$ cat config.mk
export PLATFORM = sky130hd
export DESIGN_NAME = fetch_unit
export DESIGN_NICKNAME = d
export VERILOG_FILES = /design/src/rtl/fetch_unit_pkg.sv /design/src/rtl/fetch_fifo.sv /design/src/rtl/fetch_unit.sv
export SDC_FILE = /design/constraint.sdc
export NUM_CORES = 1
export LEC_CHECK = 0
export CAP_MARGIN = 20
export CORE_ASPECT_RATIO = 1.2
export CORE_MARGIN = 2
export CORE_UTILIZATION = 40
export CTS_CLUSTER_DIAMETER = 150
export DETAILED_ROUTE_END_ITERATION = 10
export SYNTH_ARGS = -nofsm -noshare
export SYNTH_HDL_FRONTEND = slang
export SYNTH_HIERARCHICAL = 1
export SYNTH_SLANG_ARGS = --single-unit
$ cat constraint.sdc
create_clock -name clk -period 4.07 [get_ports clk]
set_input_delay 0.407 -clock clk [delete_from_list [all_inputs] [get_ports clk]]
set_output_delay 0.407 -clock clk [all_outputs]
set_load 0.05 [all_outputs]
$ cat src/rtl/fetch_unit_pkg.sv
// Shared rv32i definitions used by the fetch front end.
//   priv_e         : privilege encodings carried on priv / treqpriv
//   RESET_VECTOR   : default first fetch address after reset
//   fetch_entry_t  : one response-buffer entry {err, pc, data}
package fetch_unit_pkg;

  typedef enum logic [1:0] {
    PRIV_U    = 2'b00,
    PRIV_S    = 2'b01,
    PRIV_RSVD = 2'b10,
    PRIV_M    = 2'b11
  } priv_e;

  localparam logic [31:0] RESET_VECTOR = 32'h0000_0000;

  typedef struct packed {
    logic        err;
    logic [31:0] pc;
    logic [31:0] data;
  } fetch_entry_t;

  localparam int unsigned ENTRY_W = $bits(fetch_entry_t);

endpackage

$ cat src/rtl/fetch_fifo.sv
// Synchronous FIFO holding fetched instructions until decode takes them.
//   clk, reset : clock, asynchronous active-low reset
//   clr_i      : synchronous flush (empties the FIFO, wins over push/pop)
//   push_i     : write din_i
//   pop_i      : drop the head entry
//   dout_o     : head entry (meaningful only while count_o != 0)
//   count_o    : occupancy, 0 .. 2**DEPTHX
module fetch_fifo
  import fetch_unit_pkg::*;
#(
  parameter int unsigned DEPTHX = 2,
  parameter int unsigned WIDTH  = ENTRY_W
) (
  input  logic              clk,
  input  logic              reset,
  input  logic              clr_i,
  input  logic              push_i,
  input  logic [WIDTH-1:0]  din_i,
  input  logic              pop_i,
  output logic [WIDTH-1:0]  dout_o,
  output logic [DEPTHX:0]   count_o
);

  localparam int unsigned DEPTH = 2 ** DEPTHX;
  localparam int unsigned CW    = DEPTHX + 1;

  logic [WIDTH-1:0]  mem_q [DEPTH];
  logic [DEPTHX-1:0] wr_ptr_q, rd_ptr_q;
  logic [DEPTHX:0]   count_q;
  logic              full, do_push, do_pop;

  assign full    = count_q[DEPTHX];
  assign do_pop  = pop_i & (count_q != '0);
  // Upstream credit accounting should never overfill; the guard keeps the
  // FIFO consistent even if it did.
  assign do_push = push_i & (~full | do_pop);

  always_ff @(posedge clk or negedge reset) begin
    if (!reset) begin
      wr_ptr_q <= '0;
      rd_ptr_q <= '0;
      count_q  <= '0;
    end else if (clr_i) begin
      wr_ptr_q <= '0;
      rd_ptr_q <= '0;
      count_q  <= '0;
    end else begin
      if (do_push) wr_ptr_q <= wr_ptr_q + DEPTHX'(1);
      if (do_pop)  rd_ptr_q <= rd_ptr_q + DEPTHX'(1);
      case ({do_push, do_pop})
        2'b10:   count_q <= count_q + CW'(1);
        2'b01:   count_q <= count_q - CW'(1);
        default: count_q <= count_q;
      endcase
    end
  end

  always_ff @(posedge clk) begin
    if (do_push & ~clr_i) mem_q[wr_ptr_q] <= din_i;
  end

  assign dout_o  = mem_q[rd_ptr_q];
  assign count_o = count_q;

endmodule

$ cat src/rtl/fetch_unit.sv
// rv32i instruction fetch front end.
//   clk, reset                      : clock, asynchronous active-low reset
//   treqvalid/treqready/treqaddr/
//   treqpriv                        : ROM request port (word-aligned address)
//   trspvalid/trspready/trspdata/
//   trsprerr                        : ROM response port, in-order, 1 per request
//   priv                            : current privilege, copied to treqpriv
//   jump, jump_addr                 : single-cycle redirect and its target
//   ivalid/iready/ins/ipc/ierr      : instruction handed to decode
module fetch_unit
  import fetch_unit_pkg::*;
#(
  parameter int unsigned C_FIFO_DEPTHX  = 2,
  parameter logic [31:0] C_RESET_VECTOR = RESET_VECTOR
) (
  input  logic        clk,
  input  logic        reset,
  input  logic        treqready,
  output logic        treqvalid,
  output logic [1:0]  treqpriv,
  output logic [31:0] treqaddr,
  output logic        trspready,
  input  logic        trspvalid,
  input  logic        trsprerr,
  input  logic [31:0] trspdata,
  input  logic [1:0]  priv,
  input  logic        jump,
  input  logic [31:0] jump_addr,
  output logic        ivalid,
  input  logic        iready,
  output logic [31:0] ins,
  output logic [31:0] ipc,
  output logic        ierr
);

  localparam int unsigned DEPTH = 2 ** C_FIFO_DEPTHX;
  localparam int unsigned CW    = C_FIFO_DEPTHX + 1;
  localparam int unsigned CW1   = CW + 1;

  logic          started_q;
  logic [31:0]   reqpc_q, reqpc_d;
  logic [31:0]   rsppc_q, rsppc_d;
  logic [CW-1:0] outst_q, outst_d;
  logic [CW-1:0] discard_q, discard_d;
  logic [CW-1:0] count;
  logic [CW:0]   credit;
  logic [31:0]   jump_tgt;
  logic          req_fire, push, pop;
  fetch_entry_t  push_entry, head;
  logic          unused_jump_lsb;

  assign jump_tgt        = {jump_addr[31:2], 2'b00};
  assign unused_jump_lsb = ^jump_addr[1:0];

  // Every accepted request owns a buffer slot until it is answered or popped,
  // so responses can always be taken and trspready never has to drop.
  assign credit    = {1'b0, outst_q} + {1'b0, count};
  assign treqvalid = started_q & ~jump & (credit < CW1'(DEPTH));
  assign req_fire  = treqvalid & treqready;
  assign treqaddr  = reqpc_q;
  assign treqpriv  = priv;
  assign trspready = started_q;

  always_comb begin
    reqpc_d = reqpc_q;
    if (jump)          reqpc_d = jump_tgt;
    else if (req_fire) reqpc_d = reqpc_q + 32'd4;
  end

  always_comb begin
    outst_d = outst_q;
    if (req_fire & ~trspvalid)      outst_d = outst_q + CW'(1);
    else if (~req_fire & trspvalid) outst_d = outst_q - CW'(1);
  end

  // On a redirect everything still in flight is stale; the response landing
  // in the jump cycle itself is dropped directly, the rest via discard.
  always_comb begin
    push      = 1'b0;
    discard_d = discard_q;
    rsppc_d   = rsppc_q;
    if (jump) begin
      discard_d = trspvalid ? outst_q - CW'(1) : outst_q;
      rsppc_d   = jump_tgt;
    end else if (trspvalid) begin
      if (discard_q == '0) begin
        push    = 1'b1;
        rsppc_d = rsppc_q + 32'd4;
      end else begin
        discard_d = discard_q - CW'(1);
      end
    end
  end

  always_ff @(posedge clk or negedge reset) begin
    if (!reset) begin
      started_q <= 1'b0;
      reqpc_q   <= C_RESET_VECTOR;
      rsppc_q   <= C_RESET_VECTOR;
      outst_q   <= '0;
      discard_q <= '0;
    end else begin
      started_q <= 1'b1;
      reqpc_q   <= reqpc_d;
      rsppc_q   <= rsppc_d;
      outst_q   <= outst_d;
      discard_q <= discard_d;
    end
  end

  assign push_entry = '{err: trsprerr, pc: rsppc_q, data: trspdata};
  assign pop        = ivalid & iready & ~jump;

  fetch_fifo #(
    .DEPTHX (C_FIFO_DEPTHX),
    .WIDTH  ($bits(fetch_entry_t))
  ) u_fifo (
    .clk     (clk),
    .reset   (reset),
    .clr_i   (jump),
    .push_i  (push),
    .din_i   (push_entry),
    .pop_i   (pop),
    .dout_o  (head),
    .count_o (count)
  );

  // Outputs show idle values while empty so stale memory never leaks out.
  assign ivalid = (count != '0);
  assign ins    = ivalid ? head.data : 32'h0;
  assign ipc    = ivalid ? head.pc   : C_RESET_VECTOR;
  assign ierr   = ivalid & head.err;

endmodule

==> metrics.cfg <==
[grt]
overflow=0
grt_pass1_vias=8514
grt_pass1_wl_um=49000
grt_antenna_before_repair=0
grt_use_total=0.170
grt_max_degree=59

[cts]
clock_sinks=334
ctsLongestPathBuffers=3
cts_tree=done
cts_setup_buffers=0
insertion_delay_ps=510
cts_made_buffers=36
htree_levels=2
path_clk_slew_ps=50
cts_root_buf=clkbuf_16

[floorplanning]
die_h_um=211
coreArea_um2=35200
placementRows=75
die_x_um=177
initial_core_util=0.408
io_pins=175
dieArea_um2=37400

[critical_path]
crit_type=flop to primary output
timing.rr.end=u_fifo/mem_q[2][22]$_DFFE_PP_
r2r_cells=6
rr_startpoint=u_fifo/count_o[1]$_DFFE_PN0P_
crit_fanout=49
cp-startpoint=u_fifo/count_o[1]$_DFFE_PN0P_
r2r_slack_ps=970
cp-endpoint=ipc[17]
crit_path_end_kind=primary output
cp.arrival_ps=3020
critPathLaunchType=flop
required_ps=3660

[sta]
rsz0062_at_grt=no
fin_tns_setup_ps=0
post-route-period-util=0.843
fmax_mhz=291
final-setup-viol-count=0
fin_skew_ps=15.5
relSlewSlack=0.536
slew_viol_final=0
hold_viol_final=0
tightest_slew_ps=693
period_needed_ps=3430

[final_layout]
stdcell_count=1568
fill_cells=2990
syn2layout_area_growth_pct=23.6
drive_above_1_share=0.146
finalNetCount=1169
antenna_cells=0

[synth]
synth_edf_count=260
synth_most_common_cell=edfxtp_1
seq_area_frac_synth=0.674
ys_async_sr_fraction=0.222
synthFlopType=edfxtp_1
ys_top_cells_by_area=edfxtp_1 54%, dfrtp_1 13%, mux4_2 10%
synth_area_per_cell_um2=16.0
ys_ff_latch=334
yosysWarnings=6
yosys.area.top_type=edfxtp_1
synth_commonest_cells=260 x edfxtp_1, 74 x dfrtp_1, 69 x and2_1, 65 x mux4_2, 51 x nand2_1
syn_inst=896
synthesis.area_um2=14300
yosysUniqueCellTypes=69
yosysTopAreaCellShare=0.544

[detailed_routing]
routed_wl_um=30900
final_antenna_net_count=0
drt-initial-drc-count=447
num_vias=8243
drc=0
wl_per_cell_um=19.7
vias_per_cell=5.26
dr.pass1.iters=5

[power]
power.density_nw_per_um2=461
leakagePower_nw=5.97
irDropWorstVdd_v=0.000240

[worst_hold_path]
holdCritPathClass=input port to flop

[place]
place_congestion=0.815
dp.cells=1505
dp_hpwl_um=19800
io_buffers=166

[run_status]
status=finished clean

[job]
max_cap_violations=0

## worst min-delay path by stage
stage | startpoint | to | slack, ps | cells past startpoint
after floorplan | reset | discard_q[0]$_DFFE_PN0P_ | 110 | 0
after global placement | reset | treqaddr[25]$_DFFE_PN0P_ | 410 | 1
after detailed placement | reset | treqaddr[25]$_DFFE_PN0P_ | 420 | 1
after CTS | jump | u_fifo/rd_ptr_q[0]$_DFFE_PN0P_ | 350 | 2
after global routing | jump | u_fifo/rd_ptr_q[1]$_DFFE_PN0P_ | 380 | 2
final | jump | u_fifo/rd_ptr_q[1]$_DFFE_PN0P_ | 370 | 2
## worst max-delay path: stages (launching register included)
cell             delay, ps
dfrtp_1                510
or3_2                  680
buf_4                  350
and2_1                 260
clkdlybuf4s50_1        700
## layer usage
layer / GRT usage / share of wire
met5: 0 / 0
met4: 0.0410 / 0.016
met3: 0.0327 / 0.058
met2: 0.285 / 0.49
met1: 0.230 / 0.44
## final cells by class
cell class	count	area, um^2	area share
tap	462	578	0.0326
inverter	20	75.1	0.00423
clock buffer	45	956	0.0539
sequential	334	9660	0.545
multi-input combinational	504	4350	0.245
clock inverter	17	176	0.00995
timing repair buffer	186	1930	0.109
## state kept, by name, summed over array words and instances, names as in the netlist
name / count
u_fifo/mem_q: 260
rsppc_q: 30
treqaddr: 30
discard_q: 3
outst_q: 3
u_fifo/count_o: 3
u_fifo/rd_ptr_q: 2
u_fifo/wr_ptr_q: 2
trspready: 1
## what timing repair did
| action | 4_1_cts | 5_1_grt |
|---|---|---|
| resized for setup | 0 | 0 |
| hold buffers | 1 | 0 |
| hold endpoints to repair | 20 | 0 |
## cell families after synthesis
logic type               count (synthesis)  synth area share
adder cells (fa/ha/maj)                 14            0.0127
flip-flops                             334             0.674
buffers and inverters                   67            0.0264
AO/OA/AOI/OAI                           88            0.0393
multiplexers                            79             0.113
AND/OR/NAND/NOR                        267             0.107
other                                    2          0.000524
XOR/XNOR                                45            0.0275
## report_power, final
part           leakage, nW  switching [mW]  total (mW)  internal [mW]
Combinational         2.19           0.622        1.02          0.403
Clock                0.548            1.24        3.14           1.91
Sequential            3.23           0.166        4.00           3.83
Total                 5.97            2.02        8.17           6.14
## cells in the final DEF (no fill, tap or decap), types with 14 or more instances in the layout
master / netlist / final
and2_1: 69 / 65
clkbuf_16: 0 / 37
clkdlybuf4s50_1: 0 / 164
dfrtp_1: 74 / 72
edfxtp_1: 260 / 260
inv_1: 18 / 18
mux4_2: 65 / 65
nand2_1: 51 / 51
nand3_1: 31 / 31
nand4_1: 16 / 16
nor2_1: 26 / 26
nor3_1: 17 / 17
o211ai_1: 14 / 14
o21ai_0: 19 / 19
xnor2_1: 25 / 25
xor2_1: 20 / 20
## through the flow
step / instance area [um^2] / total power [mW] / worst slack (ps) / utilization / hold slack [ps]
after floorplan: 14400 / 4.69 / 468 / - / 111
after global placement: 16600 / 5.09 / 872 / 0.471 / 414
after detailed placement: 16600 / 5.10 / 819 / 0.471 / 416
after CTS: 17700 / 8.28 / 540 / 0.504 / 354
after global routing: 17700 / 8.50 / 473 / 0.504 / 380
final: 17700 / 8.17 / 638 / 0.504 / 373
No activity file was read; power rests on OpenSTA's default activity.
